**src/rtl/key_cmd_if.sv**
```systemverilog
// Bundles the key-event inputs and the command handshake of key_cmd_scheduler.
// Handshake: a command transfers on any rising clk edge where cmd_valid and
// cmd_ready are both 1. cmd_code is stable and meaningful whenever cmd_valid
// is 1. cmd_valid never waits on cmd_ready.
interface key_cmd_if;
    logic         key_valid;
    logic [8:0]   last_change;
    logic [511:0] key_down;
    logic         cmd_ready;
    logic         cmd_valid;
    logic [2:0]   cmd_code;
    logic [4:0]   fifo_count;
    logic         merged;
    // Observation-only: per-arrow FSM states {RIGHT, LEFT, DOWN, UP}, 2 bits each.
    logic [7:0]   dbg_state;
    logic [2:0]   dbg_rr_ptr;
    logic [4:0]   dbg_pending;

    // The side that produces key events and consumes commands.
    modport master (
        output key_valid, last_change, key_down, cmd_ready,
        input  cmd_valid, cmd_code, fifo_count, merged,
        input  dbg_state, dbg_rr_ptr, dbg_pending
    );

    // The scheduler.
    modport slave (
        input  key_valid, last_change, key_down, cmd_ready,
        output cmd_valid, cmd_code, fifo_count, merged,
        output dbg_state, dbg_rr_ptr, dbg_pending
    );
endinterface

```
**src/rtl/key_cmd_scheduler.sv**
```systemverilog
// Turns PS/2 make codes for UP/DOWN/LEFT/RIGHT/Z into game commands.
// Arrow keys auto-repeat while held; concurrent events are merged into
// per-key pending bits, arbitrated round-robin into a small FWFT FIFO.
module key_cmd_scheduler #(
    parameter int DELAY_CYC  = 25_000_000,
    parameter int PERIOD_CYC = 10_000_000,
    parameter int FIFO_DEPTH = 4
) (
    input  logic      clk,
    input  logic      rst,
    key_cmd_if.slave  bus
);
    localparam logic [1:0] ST_IDLE   = 2'd0;
    localparam logic [1:0] ST_DELAY  = 2'd1;
    localparam logic [1:0] ST_REPEAT = 2'd2;

    localparam int CNT_MAX = (DELAY_CYC > PERIOD_CYC) ? DELAY_CYC : PERIOD_CYC;
    localparam int CW      = $clog2(CNT_MAX);
    localparam logic [CW-1:0] DELAY_LD  = CW'(DELAY_CYC - 1);
    localparam logic [CW-1:0] PERIOD_LD = CW'(PERIOD_CYC - 1);
    localparam int AW      = $clog2(FIFO_DEPTH);

    // Key index k occupies CODES[k*9 +: 9]: 0 UP, 1 DOWN, 2 LEFT, 3 RIGHT, 4 Z.
    localparam logic [44:0] CODES = {9'h01A, 9'h174, 9'h16B, 9'h172, 9'h175};

    logic [1:0]    st_q  [4];
    logic [1:0]    st_d  [4];
    logic [CW-1:0] cnt_q [4];
    logic [CW-1:0] cnt_d [4];

    logic [4:0]    press;
    logic [3:0]    held;
    logic [4:0]    set_req;
    logic [4:0]    pend_q, pend_d;
    logic          merged_q, merged_d;
    logic [2:0]    rr_q, rr_d;

    logic          grant_vld;
    logic [2:0]    grant_idx;
    logic [4:0]    grant_mask;
    logic [2:0]    cand;
    logic [3:0]    cand_sum;

    logic [2:0]    mem_q [FIFO_DEPTH];
    logic [AW-1:0] wr_ptr_q, rd_ptr_q;
    logic [4:0]    fcnt_q, fcnt_d;
    logic          fifo_valid, pop, push, push_ok;

    logic          key_hit;
    assign key_hit = bus.key_down[bus.last_change];

    // Decode make events for the watched keys and sample their held state.
    always_comb begin
        press = '0;
        held  = '0;
        for (int k = 0; k < 5; k++) begin
            press[k] = bus.key_valid & key_hit & (bus.last_change == CODES[k*9 +: 9]);
        end
        for (int k = 0; k < 4; k++) begin
            held[k] = bus.key_down[CODES[k*9 +: 9]];
        end
    end

    // Typematic FSM per arrow key; a fresh press always restarts the delay,
    // and release is checked before expiry so a released key never repeats.
    always_comb begin
        set_req = '0;
        for (int k = 0; k < 4; k++) begin
            st_d[k]  = st_q[k];
            cnt_d[k] = cnt_q[k];
            if (press[k]) begin
                st_d[k]    = ST_DELAY;
                cnt_d[k]   = DELAY_LD;
                set_req[k] = 1'b1;
            end else begin
                case (st_q[k])
                    ST_DELAY, ST_REPEAT: begin
                        if (!held[k]) begin
                            st_d[k] = ST_IDLE;
                        end else if (cnt_q[k] == '0) begin
                            st_d[k]    = ST_REPEAT;
                            cnt_d[k]   = PERIOD_LD;
                            set_req[k] = 1'b1;
                        end else begin
                            cnt_d[k] = cnt_q[k] - CW'(1);
                        end
                    end
                    ST_IDLE: ;
                    default: st_d[k] = ST_IDLE;
                endcase
            end
        end
        set_req[4] = press[4];
    end

    assign fifo_valid = (fcnt_q != 5'd0);
    assign pop        = fifo_valid & bus.cmd_ready;
    assign push_ok    = (fcnt_q < 5'(FIFO_DEPTH)) | pop;

    // Round-robin search over pending keys starting at rr_ptr.
    always_comb begin
        grant_vld = 1'b0;
        grant_idx = 3'd0;
        cand      = 3'd0;
        cand_sum  = 4'd0;
        for (int i = 0; i < 5; i++) begin
            cand_sum = {1'b0, rr_q} + 4'(i);
            cand     = (cand_sum >= 4'd5) ? 3'(cand_sum - 4'd5) : cand_sum[2:0];
            if (!grant_vld && pend_q[cand] && push_ok) begin
                grant_vld = 1'b1;
                grant_idx = cand;
            end
        end
    end

    assign push       = grant_vld;
    assign grant_mask = grant_vld ? (5'b00001 << grant_idx) : 5'b00000;

    // Pending bits: grant clears, event sets; a set that lands on a bit that
    // stays pending counts as a merge.
    always_comb begin
        pend_d   = (pend_q & ~grant_mask) | set_req;
        merged_d = merged_q | (|(set_req & pend_q & ~grant_mask));
        rr_d     = rr_q;
        if (grant_vld) begin
            rr_d = (grant_idx == 3'd4) ? 3'd0 : grant_idx + 3'd1;
        end
    end

    // FIFO occupancy: push and pop together leave the count unchanged.
    always_comb begin
        fcnt_d = fcnt_q;
        case ({push, pop})
            2'b10:   fcnt_d = fcnt_q + 5'd1;
            2'b01:   fcnt_d = fcnt_q - 5'd1;
            default: fcnt_d = fcnt_q;
        endcase
    end

    // All state registers; reset discards everything at once.
    always_ff @(posedge clk or negedge rst) begin
        if (!rst) begin
            for (int k = 0; k < 4; k++) begin
                st_q[k]  <= ST_IDLE;
                cnt_q[k] <= '0;
            end
            for (int i = 0; i < FIFO_DEPTH; i++) begin
                mem_q[i] <= 3'd0;
            end
            pend_q   <= '0;
            merged_q <= 1'b0;
            rr_q     <= 3'd0;
            wr_ptr_q <= '0;
            rd_ptr_q <= '0;
            fcnt_q   <= 5'd0;
        end else begin
            for (int k = 0; k < 4; k++) begin
                st_q[k]  <= st_d[k];
                cnt_q[k] <= cnt_d[k];
            end
            pend_q   <= pend_d;
            merged_q <= merged_d;
            rr_q     <= rr_d;
            fcnt_q   <= fcnt_d;
            if (push) begin
                mem_q[wr_ptr_q] <= grant_idx;
                wr_ptr_q        <= wr_ptr_q + AW'(1);
            end
            if (pop) begin
                rd_ptr_q <= rd_ptr_q + AW'(1);
            end
        end
    end

    assign bus.cmd_valid   = fifo_valid;
    assign bus.cmd_code    = fifo_valid ? mem_q[rd_ptr_q] : 3'd0;
    assign bus.fifo_count  = fcnt_q;
    assign bus.merged      = merged_q;
    assign bus.dbg_state   = {st_q[3], st_q[2], st_q[1], st_q[0]};
    assign bus.dbg_rr_ptr  = rr_q;
    assign bus.dbg_pending = pend_q;
endmodule
```
**src/flat_wrapper.sv**
```systemverilog
// flat-port wrapper written by rule: the top's interface ports become plain ports
module key_cmd_scheduler_flat 
#(
    parameter int DELAY_CYC  = 25_000_000,
    parameter int PERIOD_CYC = 10_000_000,
    parameter int FIFO_DEPTH = 4
)
  (clk, rst, bus_key_valid, bus_last_change, bus_key_down, bus_cmd_ready, bus_cmd_valid, bus_cmd_code, bus_fifo_count, bus_merged, bus_dbg_state, bus_dbg_rr_ptr, bus_dbg_pending);
  key_cmd_if bus_i ();
  input  logic clk;
  input  logic rst;
  input wire logic [$bits(bus_i.key_valid)-1:0] bus_key_valid;
  input wire logic [$bits(bus_i.last_change)-1:0] bus_last_change;
  input wire logic [$bits(bus_i.key_down)-1:0] bus_key_down;
  input wire logic [$bits(bus_i.cmd_ready)-1:0] bus_cmd_ready;
  output wire logic [$bits(bus_i.cmd_valid)-1:0] bus_cmd_valid;
  output wire logic [$bits(bus_i.cmd_code)-1:0] bus_cmd_code;
  output wire logic [$bits(bus_i.fifo_count)-1:0] bus_fifo_count;
  output wire logic [$bits(bus_i.merged)-1:0] bus_merged;
  output wire logic [$bits(bus_i.dbg_state)-1:0] bus_dbg_state;
  output wire logic [$bits(bus_i.dbg_rr_ptr)-1:0] bus_dbg_rr_ptr;
  output wire logic [$bits(bus_i.dbg_pending)-1:0] bus_dbg_pending;
  assign bus_i.key_valid = bus_key_valid;
  assign bus_i.last_change = bus_last_change;
  assign bus_i.key_down = bus_key_down;
  assign bus_i.cmd_ready = bus_cmd_ready;
  assign bus_cmd_valid = bus_i.cmd_valid;
  assign bus_cmd_code = bus_i.cmd_code;
  assign bus_fifo_count = bus_i.fifo_count;
  assign bus_merged = bus_i.merged;
  assign bus_dbg_state = bus_i.dbg_state;
  assign bus_dbg_rr_ptr = bus_i.dbg_rr_ptr;
  assign bus_dbg_pending = bus_i.dbg_pending;
  key_cmd_scheduler #(.DELAY_CYC(DELAY_CYC), .PERIOD_CYC(PERIOD_CYC), .FIFO_DEPTH(FIFO_DEPTH)) u_core (.clk(clk), .rst(rst), .bus(bus_i));
endmodule
```
**config.mk**
```make
export PLATFORM = sky130hd
export DESIGN_NAME = key_cmd_scheduler_flat
export DESIGN_NICKNAME = d
export VERILOG_FILES = /design/src/rtl/key_cmd_if.sv /design/src/rtl/key_cmd_scheduler.sv /design/src/flat_wrapper.sv
export SDC_FILE = /design/constraint.sdc
export NUM_CORES = 1
export LEC_CHECK = 0
export CORE_AREA = 5 5 209 211
export DETAILED_ROUTE_END_ITERATION = 12
export DIE_AREA = 0 0 214 216
export REMOVE_ABC_BUFFERS = 1
export SYNTH_ARGS = -nofsm -noshare
export SYNTH_HDL_FRONTEND = slang
export SYNTH_SLANG_ARGS = --single-unit
```
**constraint.sdc**
```tcl
create_clock -name clk -period 5.5 [get_ports clk]
set_input_delay 1.375 -clock clk [delete_from_list [all_inputs] [get_ports clk]]
set_output_delay 1.375 -clock clk [all_outputs]
set_load 0.03 [all_outputs]
```
==> flow_metrics.env <==
export IMPL_startpoint_type="flop"
export IMPL_clockRootBuffer="clkbuf_16"
export IMPL_worst_slew_pin_transition_ns=0.967
export IMPL_place_gp_congestion=0.872
export IMPL_pwr_density_cell_mw_per_mm2=356
export IMPL_overflow=0
export IMPL_fill_cells=4131
export IMPL_drc=0
export IMPL_hp_start="u_core.mem_q[4]"
export IMPL_wl_mm=46.9
export IMPL_antenna_left=0
export IMPL_htree_levels=4
export IMPL_rsz0062_at_grt="false"
export IMPL_vias=11900
export IMPL_cts_repair_resized=0
export IMPL_p_comb_share_pct=51.7
export IMPL_period_share_pct=84.2
export IMPL_antenna_found_initial=4
export IMPL_hold_depth=2
export IMPL_hold_end="u_core.mem_q[4]"
export IMPL_cts_setup_buffers=0
export IMPL_grt_pass1_wl_mm=71.6
export IMPL_hold_ws_ns=0.484
export IMPL_yosys_area_top_type="dfrtp_1"
export IMPL_worst_slack_ns=0.866
export IMPL_clock_sinks=138
export IMPL_avgSynthCellArea_sq_um=9.19
export IMPL_reg2reg_from="u_core.bus.dbg_rr_ptr[0]"
export IMPL_critPathArrivalTime_ns=4.94
export IMPL_synth_cell_types=81
export IMPL_cts_made_buffers=17
export IMPL_synth_cells=1271
export IMPL_synth_async_reset_ratio_pct=100
export IMPL_switchingPower_w=0.00256
export IMPL_cp_max_fo=5
export IMPL_crit_type="flop to flop"
export IMPL_hpwl_mm=37.9
export IMPL_core_region_area_sq_mm=0.0416
export IMPL_hp_class="flop to flop"
export IMPL_io_pins=551
export IMPL_cp_required_ns=5.81
export IMPL_setup_violations_final=0
export IMPL_die_area_sq_mm=0.0462
export IMPL_grt_max_degree=74
export IMPL_grt_total_usage_pct=19.7
export IMPL_status="complete, no violations"
export IMPL_die_y_um=216
export IMPL_cell_internal_pwr_w=0.00353
export IMPL_cts_tree="yes"
export IMPL_seq_power_share_pct=29.4
export IMPL_p_total_w=0.00609
export IMPL_synth_warnings=0
export IMPL_crit_slowest_cell="or4_1"
export IMPL_wl_per_cell_um=21.0
export IMPL_clkSlewWorstSetupHoldPaths_ns=0.06
export IMPL_tns_ns=0
export IMPL_hold_violations=0
export IMPL_clk_path_buf_depth=2
export IMPL_die_w_um=214
export IMPL_synth_top_cell_area_share_pct=29.6
export IMPL_ys_flop_type="dfrtp_1"
export IMPL_portBuffers=422
export IMPL_placed_cell_area_sq_mm=0.0165
export IMPL_slowest_delay_ns=0.54
export IMPL_initial_core_util_pct=28.1
export IMPL_r2r_end="u_core.bus.fifo_count[4]"
export IMPL_areaGrowthSynthToFinish_pct=46.3
export IMPL_skew_ns=0.00865
export IMPL_ctsHoldBuffers=0
export IMPL_power_leakage_nw=6.93
export IMPL_avgViaCountPerCell=5.33
export IMPL_peakVddDrop_v=0.000232
export IMPL_design_area_sq_mm=0.0171
export IMPL_max_slew_margin_pct=35.5
export IMPL_yosysSeqAreaShare_pct=29.6
export IMPL_fmax_ghz=0.216
export IMPL_synth_edf_count=0
export IMPL_endpoint_kind="flop"
export IMPL_rows=75
export IMPL_p_clk_share_pct=18.9
export IMPL_drt_iter0_markers=896
export IMPL_drive_gt1_share_pct=11.7
export IMPL_worst_r2r_setup_slack_ns=0.87
export IMPL_crit_chain="clkinv_1 -> buf_4 -> ha_1 -> inv_1 -> fa_1 -> a21oi_1 -> mux2i_1 -> mux2i_1 -> o31a_1 -> nand2_1 -> or4_1 -> inv_1 -> ha_1 -> ha_1 -> a21o_1 -> a21oi_1 -> xor2_1 -> nor2_1 -> xor2_1"
export IMPL_syn_area_sq_mm=0.0117
export IMPL_finalNetCount=2232
export IMPL_synthTopCellsByArea="dfrtp_1 30%, mux4_2 16%, nand2_1 5.1%"
export IMPL_sw_frac_of_total_pct=42.0
export IMPL_cpMostUsedCell="ha_1"
export IMPL_n_antenna_cell=0
export IMPL_place_ws_ns=0.451
export IMPL_period_minus_slack_ns=4.63
export IMPL_synth_seq_cells=138
export IMPL_slew_viol_final=0
export IMPL_drt_pre_antenna_iters=5
export IMPL_path_delay_family="adder cells"
export IMPL_grt_pass1_vias=12300
export IMPL_maxCapViolCount=0
export IMPL_crit_buf_inv=4
export IMPL_clk_latency_ns=0.42
export IMPL_reg2reg_depth=19
-- area by class of cell --
cell class | count | area (sq um) | share of cell area [%]
Clock buffer | 22 | 474 | 2.78
Clock inverter | 10 | 116 | 0.681
Inverter | 42 | 158 | 0.923
Multi-Input combinational cell | 1020 | 7670 | 44.9
Sequential cell | 138 | 3450 | 20.2
Tap cell | 539 | 674 | 3.95
Timing Repair Buffer | 457 | 4540 | 26.6
-- registers in the layout (all words and copies together) (netlist names) --
| name | cells |
|---|---|
| u_core.bus.dbg_pending | 5 |
| u_core.bus.dbg_rr_ptr | 3 |
| u_core.bus.dbg_state | 8 |
| u_core.bus.fifo_count | 5 |
| u_core.bus.merged | 1 |
| u_core.cnt_q | 100 |
| u_core.mem_q | 12 |
| u_core.rd_ptr_q | 2 |
| u_core.wr_ptr_q | 2 |
-- layout by cell type, fill, tap and decap left out, types with 6 or more instances in the layout --
master,netlist,layout
nand3_1,49,49
nor4_1,20,20
or4_1,15,15
a211o_1,6,6
buf_12,0,6
mux2i_1,45,45
a21oi_1,63,63
and2_1,22,22
a22oi_1,13,13
a22o_1,7,7
nor2_1,88,87
o211ai_1,11,11
or2_2,10,10
ha_1,29,29
nand2_1,160,160
clkbuf_16,0,17
buf_4,8,31
nor2b_1,14,13
nand4_1,10,10
dfrtp_1,138,138
or3_1,30,30
clkdlybuf4s50_1,0,416
xnor2_1,19,19
mux4_2,82,82
o22ai_1,14,14
xor2_1,14,14
nand2b_1,15,15
a31oi_1,10,10
and3_1,11,11
a21boi_0,8,8
mux2_2,15,15
nor3_1,55,55
a211oi_1,10,10
o21ai_0,83,83
o31ai_1,11,11
inv_1,38,38
-- per-stage QoR --
| step | util, % | std cells |
|---|---|---|
| 3_5_place_dp | 39.7 | 2196 |
| 5_1_grt | 41.1 | 2228 |
| 2_1_floorplan | - | 1200 |
| 4_1_cts | 41.1 | 2228 |
| 3_3_place_gp | 39.7 | 2196 |
| 6_report | 41.1 | 2228 |
-- power groups by stage --
stage | logic, W | registers, W | clock network (W)
floorplan | 0.00198 | 0.00181 | 0
global placement | 0.00307 | 0.00177 | 0
detailed placement | 0.00315 | 0.00179 | 0
CTS | 0.00316 | 0.00178 | 0.00117
global route | 0.00351 | 0.00185 | 0.00121
finish | 0.00315 | 0.00179 | 0.00115
-- routing by layer --
metal	track usage [%]	part of all wire, %	wire (um)	vias up
met1	24.1	41	19300	5755
met4	4.94	2.2	1020	2
met3	4.32	6.1	2850	54
li1	-	-	-	5610
met5	0	0.028	13	-
met2	35.3	51	23700	447
-- how the worst max path moves through the flow --
| stage | startpoint | endpoint | slack, ns | cells after the start |
|---|---|---|---|---|
| after floorplan | u_core.bus.dbg_rr_ptr[0] | u_core.bus.fifo_count[4] | 0.63 | 15 |
| after global placement | bus_last_change[3] | u_core.bus.merged | 0.51 | 11 |
| after detailed placement | bus_last_change[3] | u_core.bus.merged | 0.45 | 11 |
| after CTS | u_core.bus.dbg_rr_ptr[0] | u_core.bus.fifo_count[4] | 0.86 | 19 |
| after global routing | u_core.bus.dbg_rr_ptr[0] | u_core.bus.fifo_count[4] | 0.62 | 19 |
| final | u_core.bus.dbg_rr_ptr[0] | u_core.bus.fifo_count[4] | 0.87 | 19 |
-- worst register-to-register path: stages, from the launching register on --
cell      delay (ns)
dfrtp_1         0.37
clkinv_1        0.14
buf_4           0.18
ha_1            0.14
inv_1           0.05
fa_1            0.39
a21oi_1         0.32
mux2i_1         0.38
mux2i_1         0.23
o31a_1          0.16
nand2_1         0.10
or4_1           0.54
inv_1           0.18
ha_1            0.31
ha_1            0.31
a21o_1          0.18
a21oi_1         0.16
xor2_1          0.17
nor2_1          0.06
xor2_1          0.14
-- cell families (layout without fill, tap and decap cells) --
| family | count (synthesis) | count (layout) | share of synthesized area [%] |
|---|---|---|---|
| AO/OA/AOI/OAI | 286 | 286 | 15.7 |
| XOR/XNOR | 33 | 33 | 2.47 |
| adder cells (fa/ha/maj) | 31 | 31 | 3.45 |
| buffers and inverters | 113 | 531 | 4.85 |
| flip-flops | 138 | 138 | 29.6 |
| multiplexers | 143 | 143 | 21.3 |
| AND/OR/NAND/NOR | 527 | 527 | 22.6 |
-- cells in the mapped netlist (all sizes together) (11+ instances only) --
| cell type | number |
|---|---|
| o211ai | 11 |
| buf | 42 |
| ha | 29 |
| inv | 41 |
| or4 | 17 |
| xor2 | 14 |
| a211oi | 11 |
| and2 | 23 |
| mux2 | 15 |
| nor3 | 58 |
| o21ai | 88 |
| a22oi | 13 |
| nor4 | 20 |
| nor2b | 14 |
| nand2 | 160 |
| dfrtp | 138 |
| nand3 | 50 |
| xnor2 | 19 |
| mux2i | 45 |
| nand2b | 15 |
| clkbuf | 29 |
| or3 | 30 |
| nor2 | 88 |
| mux4 | 83 |
| o22ai | 14 |
| a21oi | 63 |
| nand4 | 11 |
| o31ai | 11 |
| and3 | 11 |
No activity file was read; power rests on OpenSTA's default activity.
